## config.mk

```make
export PLATFORM = sky130hd
export DESIGN_NAME = spi_frame_tx
export DESIGN_NICKNAME = d
export VERILOG_FILES = /design/src/rtl/spi_frame_tx.sv
export SDC_FILE = /design/constraint.sdc
export NUM_CORES = 1
export LEC_CHECK = 0
export BUFFER_PORTS_ARGS = -buffer_cell sky130_fd_sc_hd__clkbuf_2
export CAP_MARGIN = 20
export CORE_MARGIN = 2
export CORE_UTILIZATION = 31
export CTS_CLUSTER_DIAMETER = 150
export DETAILED_ROUTE_END_ITERATION = 8
export MAX_ROUTING_LAYER = met4
export PLACE_DENSITY_LB_ADDON = 0.1
export SYNTH_ARGS = -nofsm -noshare
export SYNTH_HDL_FRONTEND = slang
export SYNTH_SLANG_ARGS = --single-unit
```

## constraint.sdc

```tcl
create_clock -name clock -period 3.75 [get_ports clock]
set_input_delay 0.375 -clock clock [delete_from_list [all_inputs] [get_ports clock]]
set_output_delay 0.375 -clock clock [all_outputs]
set_load 0.01 [all_outputs]
```

## src/rtl/spi_frame_tx.sv

```systemverilog
// ============================================================================
// Module   : spi_frame_tx
// Function : Framed serial transmitter; each bit is sent as MARK(1), DATA, SPACE(0)
//            with spi_en high for all three cycles. Optional even-parity triplet
//            is enabled by defining SPI_FRAME_TX_PARITY_EN.
// Revision : 1.0 - initial release
// ============================================================================
`default_nettype none

module spi_frame_tx #(
  parameter int DATA_W     = 8,
  parameter int GAP_CYCLES = 0
) (
  input  logic              clock,
  input  logic              reset,
  input  logic [DATA_W-1:0] tx_data,
  input  logic              tx_valid,
  output logic              tx_ready,
  output logic              SPIin,
  output logic              spi_en,
  output logic              busy,
  output logic              done
);

`ifdef SPI_FRAME_TX_PARITY_EN
  localparam int NBITS = DATA_W + 1;
`else
  localparam int NBITS = DATA_W;
`endif
  localparam int BW = $clog2(NBITS + 1);
  localparam int GW = (GAP_CYCLES > 0) ? $clog2(GAP_CYCLES + 1) : 1;

  typedef enum logic [2:0] {
    S_IDLE  = 3'd0,
    S_MARK  = 3'd1,
    S_DATA  = 3'd2,
    S_SPACE = 3'd3,
    S_GAP   = 3'd4
  } state_t;

  state_t           state_q, state_d;
  logic [NBITS-1:0] shreg_q, shreg_d;
  logic [BW-1:0]    bit_cnt_q, bit_cnt_d;
  logic [GW-1:0]    gap_cnt_q, gap_cnt_d;
  logic [NBITS-1:0] w_load_word;

`ifdef SPI_FRAME_TX_PARITY_EN
  // Parity rides in the LSB slot so it leaves the shifter after the data LSB.
  assign w_load_word = {tx_data, ^tx_data};
`else
  assign w_load_word = tx_data;
`endif

  always_ff @(posedge clock or posedge reset) begin
    if (reset) begin
      state_q   <= S_IDLE;
      shreg_q   <= '0;
      bit_cnt_q <= '0;
      gap_cnt_q <= '0;
    end else begin
      state_q   <= state_d;
      shreg_q   <= shreg_d;
      bit_cnt_q <= bit_cnt_d;
      gap_cnt_q <= gap_cnt_d;
    end
  end

  // Outputs decode only registered state, so reset clears them asynchronously.
  always_comb begin
    state_d   = state_q;
    shreg_d   = shreg_q;
    bit_cnt_d = bit_cnt_q;
    gap_cnt_d = gap_cnt_q;
    tx_ready  = 1'b0;
    SPIin     = 1'b0;
    spi_en    = 1'b0;
    busy      = 1'b1;
    done      = 1'b0;

    case (state_q)
      S_IDLE: begin
        tx_ready = 1'b1;
        busy     = 1'b0;
        if (tx_valid) begin
          shreg_d   = w_load_word;
          bit_cnt_d = '0;
          state_d   = S_MARK;
        end
      end
      S_MARK: begin
        SPIin   = 1'b1;
        spi_en  = 1'b1;
        state_d = S_DATA;
      end
      S_DATA: begin
        SPIin   = shreg_q[NBITS-1];
        spi_en  = 1'b1;
        shreg_d = shreg_q << 1;
        state_d = S_SPACE;
      end
      S_SPACE: begin
        spi_en    = 1'b1;
        bit_cnt_d = bit_cnt_q + 1'b1;
        if (bit_cnt_q == BW'(NBITS - 1)) begin
          done      = 1'b1;
          gap_cnt_d = '0;
          state_d   = (GAP_CYCLES == 0) ? S_IDLE : S_GAP;
        end else begin
          state_d = S_MARK;
        end
      end
      S_GAP: begin
        gap_cnt_d = gap_cnt_q + 1'b1;
        if (gap_cnt_q == GW'(GAP_CYCLES - 1)) begin
          state_d = S_IDLE;
        end
      end
      default: begin
        state_d = S_IDLE;
      end
    endcase
  end

endmodule

`default_nettype wire

```

== After elaboration in Yosys (flattened, before gate mapping) ==
Cells that the tools add are included.
Widths: inputs -> output; s select.

* Register bits after elaboration: 16
* Latch bits: 0
* Memory bits (writable): 0
* Memory bits (read-only): 0
* Input port bits: 11
* Output and inout bits: 5
* Memories kept: 0

* $add $sub $neg: 2
* Multipliers: 0
* Divide/modulo/power cells: 0
* Magnitude comparators: 0
* Equality and inequality tests: 8
* Shift-type cells: 0
* Muxes and demuxes: 16
* Bitwise gates (word level): 0
* Reductions and logical operators: 9

{| class="wikitable"
|+ Operators by type and width
! cell !! number
|-
| $pmux 8 s2 || 1
|-
| $pmux 3 s5 || 1
|-
| $mux 8 || 1
|-
| $pmux 4 s2 || 1
|-
| $reduce_and 2->1 || 4
|-
| $mux 1 || 7
|-
| $eq 3x2->1 const B || 2
|-
| $mux 3 || 2
|-
| $ne 2x2->1 const B || 3
|-
| $reduce_bool 2->1 || 3
|-
| $add 4x1->4 const B || 1
|-
| $eq 4x3->1 const B || 1
|-
| $mux 4 || 1
|-
| $pmux 1 s2 || 2
|-
| $eq 3x1->1 const B || 1
|-
| $eq 3x3->1 const B || 1
|-
| $logic_not 3->1 || 1
|-
| $reduce_or 3->1 || 1
|-
| $add 1x1->1 const B || 1
|}

== Logic depth before layout (Yosys ltp) ==
* Depth in word-level cells: 3
* Mapped depth: 6
* Depth with buffers taken out: 5

== Least setup slack after synthesis ==
No wires, ideal clock.

* Path type: reg-to-reg
* From: reg state_q[0]
* To: reg bit_cnt_q[3]
* Library setup time: 0.069 ns
* Arrival time: 1.550 ns
* Path slack: 2.131 ns
* Cell stages (with the launch flop): 7
* Buffers on the path: 1
* Path through: dfrtp_1 inv_1 ha_1 nor2b_1 buf_2 or4b_1 nand3_1

* Longest elaborated chain between the ends: 3
* Elaborated cells between the ends (all ways): 6

{| class="wikitable"
|+ Ends and longest elaborated chain
! element !! RTL line !! source
|-
| start: declaration || 41 || <nowiki>state_t state_q, state_d;</nowiki>
|-
| start signal: assignment || 61 || <nowiki>state_q <= state_d;</nowiki>
|-
| $eq 3x2->1 / $logic_not 3->1 (equally long branches) || 80 || <nowiki>case (state_q)</nowiki>
|-
| $reduce_bool 2->1 (no source line) / $ne 2x2->1 (equally long branches) || -- ||
|-
| $reduce_and 2->1 (no source line) || -- ||
|-
| end signal: assignment || 63 || <nowiki>bit_cnt_q <= bit_cnt_d;</nowiki>
|-
| end: declaration || 43 || <nowiki>logic [BW-1:0] bit_cnt_q, bit_cnt_d;</nowiki>
|}

Several ways; a longest one is shown, not always the timed one.
A chain may end at the register's enable or synchronous reset.

== Worst setup path after layout ==
* From: reg state_q[0]
* To: reg shreg_q[7]

* Longest elaborated chain between the ends: 3
* Elaborated cells between the ends (all ways): 6

{| class="wikitable"
|+ Ends and longest elaborated chain
! element !! RTL line !! source
|-
| $eq 3x2->1 / $logic_not 3->1 (equally long branches) || 80 ||
|-
| $reduce_bool 2->1 (no source line) / $ne 2x2->1 (equally long branches) || -- ||
|-
| $reduce_and 2->1 (no source line) || -- ||
|-
| end signal: assignment || 62 || <nowiki>shreg_q <= shreg_d;</nowiki>
|-
| end: declaration || 42 || <nowiki>logic [NBITS-1:0] shreg_q, shreg_d;</nowiki>
|}

Several ways; a longest one is shown, not always the timed one.

==> results.ini <==
[status]
outcome = finished, final reports clean

[setup_path]
path_delay_family = simple AND/OR/NAND/NOR gates
arrival_ps = 2360
critPathKind = flop to flop
cp_data_required_time_ps = 3920
reg2reg_from = state_q[0]$_DFFE_PP0P_
critPathMaxStageDelay_ps = 560
path_buf_inv = 1
endpoint_kind = flop
cp-startpoint = state_q[0]$_DFFE_PP0P_
startpoint_type = flop
cpMaxStageDelayCell = nor2b_1
crit_fanout = 15
crit_chain = inv_1 > ha_1 > nor2b_1 > nor2_1 > o221a_2

[global_routing]
grt_max_degree = 16
grt_pass1_vias = 585
grt-ovfl-total = 0
grt_pass1_wl_um = 2970
grt.total_usage_pct = 14.7
antenna_found_initial = 0

[synth]
ys_seq_elements = 14
yosys.cell_types.count = 23
synth_fp_nets = 99
postSynthCellCount = 82
synth_area_sq_um = 797
syn_area_per_cell_sq_um = 9.72
yosys_warnings = 0
ys_seq_area_share_pct = 44.0

[cells_and_area]
diodes = 0
fill_cells = 252
drive_gt1_share_pct = 22.4
area_growth_pct = 17.0
fin_cells = 128
num-nets-final = 116
design_area_sq_um = 932

[timing]
fin_crit_ps = 2190
whs_ps = 90.2
hold_viol = 0
slew_viol_final = 0
setup_viol = 0
max_freq_mhz = 456
fin_crit_sh_pct = 58.5
rsz0062_at_grt = no
fin_tns_setup_ps = 0
worst_slew_pin_slew_ps = 586
skew_ps = 14.9
relSlewSlack_pct = 60.9
setup_ws_ps = 1560

[route]
antenna_left = 0
drt_iter0_markers = 13
wl_um = 1730
detailroute.via_count = 657
viasPerCell = 5.13
first_pass_iters = 4
wire_per_inst_um = 13.5
drc = 0

[power_and_ir_drop]
pwr-share-comb_pct = 12.3
p_leak_nw = 0.443
p_per_area_nw_per_um2 = 336
clockPowerShare_pct = 35.9
sw_frac_of_total_pct = 25.1
intPower_mw = 0.234
p_seq_share_pct = 51.8
ir_worst_vdd_v = 0.000204
p_sw_mw = 0.0786

[floorplanning]
io_pins = 16
core_sq_um = 2450
rows = 18
die_w_um = 54.7
initial_utilization_pct = 32.5
dieArea_sq_um = 2990
fp.dieH_um = 54.7

[clock_tree]
cts_resized = 0
clk_pin_slew_ps = 100
clkSinkCount = 14
cts_tree = done
cts_setup_buffers = 0
ctsHoldBuffers = 0
clockBufferDepth = 2
htreeDepth = 1
clk_latency_ps = 290
cts_buffers = 3
root_buffer = clkbuf_4

[placed_design]
dp_hpwl_um = 1240
io_buffers = 15
gp_congestion = 0.740
placed_area_sq_um = 896
dp_slack_ps = 1600
dp.cells = 124

[worst_hold_path]
hold_path_class = input port to async pin

[job]
maxCapViolCount = 0

==> sequential cells by signal, summed over array words and instances (netlist names) <==
register / cells
bit_cnt_q: 4
shreg_q: 8
state_q: 2
==> Yosys cell counts <==
cell       instances  area share [%]
buf_2              2             1.3
nor2b_1            2             1.6
nor3b_1            1            0.94
a221o_1            4             5.0
a22oi_1            1            0.94
inv_1              6             2.8
or3_1              3             2.4
dfrtp_1           14              44
o21ai_0            4             2.5
and2_1             1            0.79
mux2i_1            1             1.3
nand3_1            7             4.4
nand2_1            7             3.3
a22o_1             1             1.1
nand2b_1           7             5.5
ha_1               6             9.4
a32o_1             1             1.3
or4b_1             1             1.3
a21oi_1            5             3.1
clkbuf_1           1            0.47
o2bb2ai_1          1             1.1
nor2_1             3             1.4
o221a_2            3             4.2
==> final cells by class <==
cell class              count  area [sq um]  share of cell area [%]
inverters                   6          22.5                    2.42
repair buffers             15          75.1                    8.05
multi-input cells          59           410                    44.0
flip-flops and latches     14           350                    37.6
clock buffers               4          36.3                    3.89
well taps                  30          37.5                    4.03
==> power groups by stage <==
stage | Clock [mW] | Sequential, mW | Combinational, mW
final | 0.112 | 0.162 | 0.0384
after global routing | 0.125 | 0.163 | 0.0441
after CTS | 0.118 | 0.162 | 0.0392
after detailed placement | 0 | 0.165 | 0.0385
after global placement | 0 | 0.165 | 0.0384
after floorplan | 0 | 0.163 | 0.0262
==> layer usage <==
metal	routed length, um	global-route usage [%]
met5	0	-
met4	13	3.75
met3	93	6.01
met2	737	18.8
met1	889	21.0
==> metrics by stage <==
stage / util (%) / total power, mW
2_1_floorplan: - / 0.190
3_3_place_gp: 36.5 / 0.203
3_5_place_dp: 36.5 / 0.204
4_1_cts: 38.0 / 0.319
5_1_grt: 38.0 / 0.332
6_report: 38.0 / 0.313
==> cells by family (layout without fill, tap and decap cells) <==
kind of cell	count (synthesis)	count (layout)	synth area share, %
buffers and inverters	9	25	4.55
adders and majority gates	6	6	9.42
AOI/OAI and AO/OA	20	20	19.3
muxes	1	1	1.26
and+or+nand+nor	32	32	21.5
DFF	14	14	44.0
==> worst reg2reg max path: stages (launching register included) <==
cell and delay, ps:
dfrtp_1 410, inv_1 130, ha_1 460, nor2b_1 560, nor2_1 200, o221a_2 310
==> worst paths after layout <==
check | slack (ps) | cells after the start | end
min | 90 | 2 | shreg_q[4]$_DFFE_PP0P_
max in group asynchronous | 3280 | 2 | bit_cnt_q[1]$_DFFE_PP0P_
max | 1560 | 5 | shreg_q[7]$_DFFE_PP0P_
min reg2reg | 520 | 2 | shreg_q[0]$_DFFE_PP0P_
max reg2reg | 1560 | 5 | shreg_q[7]$_DFFE_PP0P_
min in group clock | 310 | 2 | shreg_q[0]$_DFFE_PP0P_
==> cell usage in the layout, fill, tap and decap left out, types with 2 or more instances in the layout <==
| cell type | netlist | final |
|---|---|---|
| clkbuf_2 | 0 | 15 |
| dfrtp_1 | 14 | 14 |
| nand2b_1 | 7 | 7 |
| nand2_1 | 7 | 7 |
| nand3_1 | 7 | 7 |
| inv_1 | 6 | 6 |
| ha_1 | 6 | 6 |
| a21oi_1 | 5 | 5 |
| o21ai_0 | 4 | 4 |
| a221o_1 | 4 | 4 |
| nor2_1 | 3 | 3 |
| or3_1 | 3 | 3 |
| o221a_2 | 3 | 3 |
| clkbuf_4 | 0 | 3 |
| nor2b_1 | 2 | 2 |
Power figures use the tool's default switching activity.
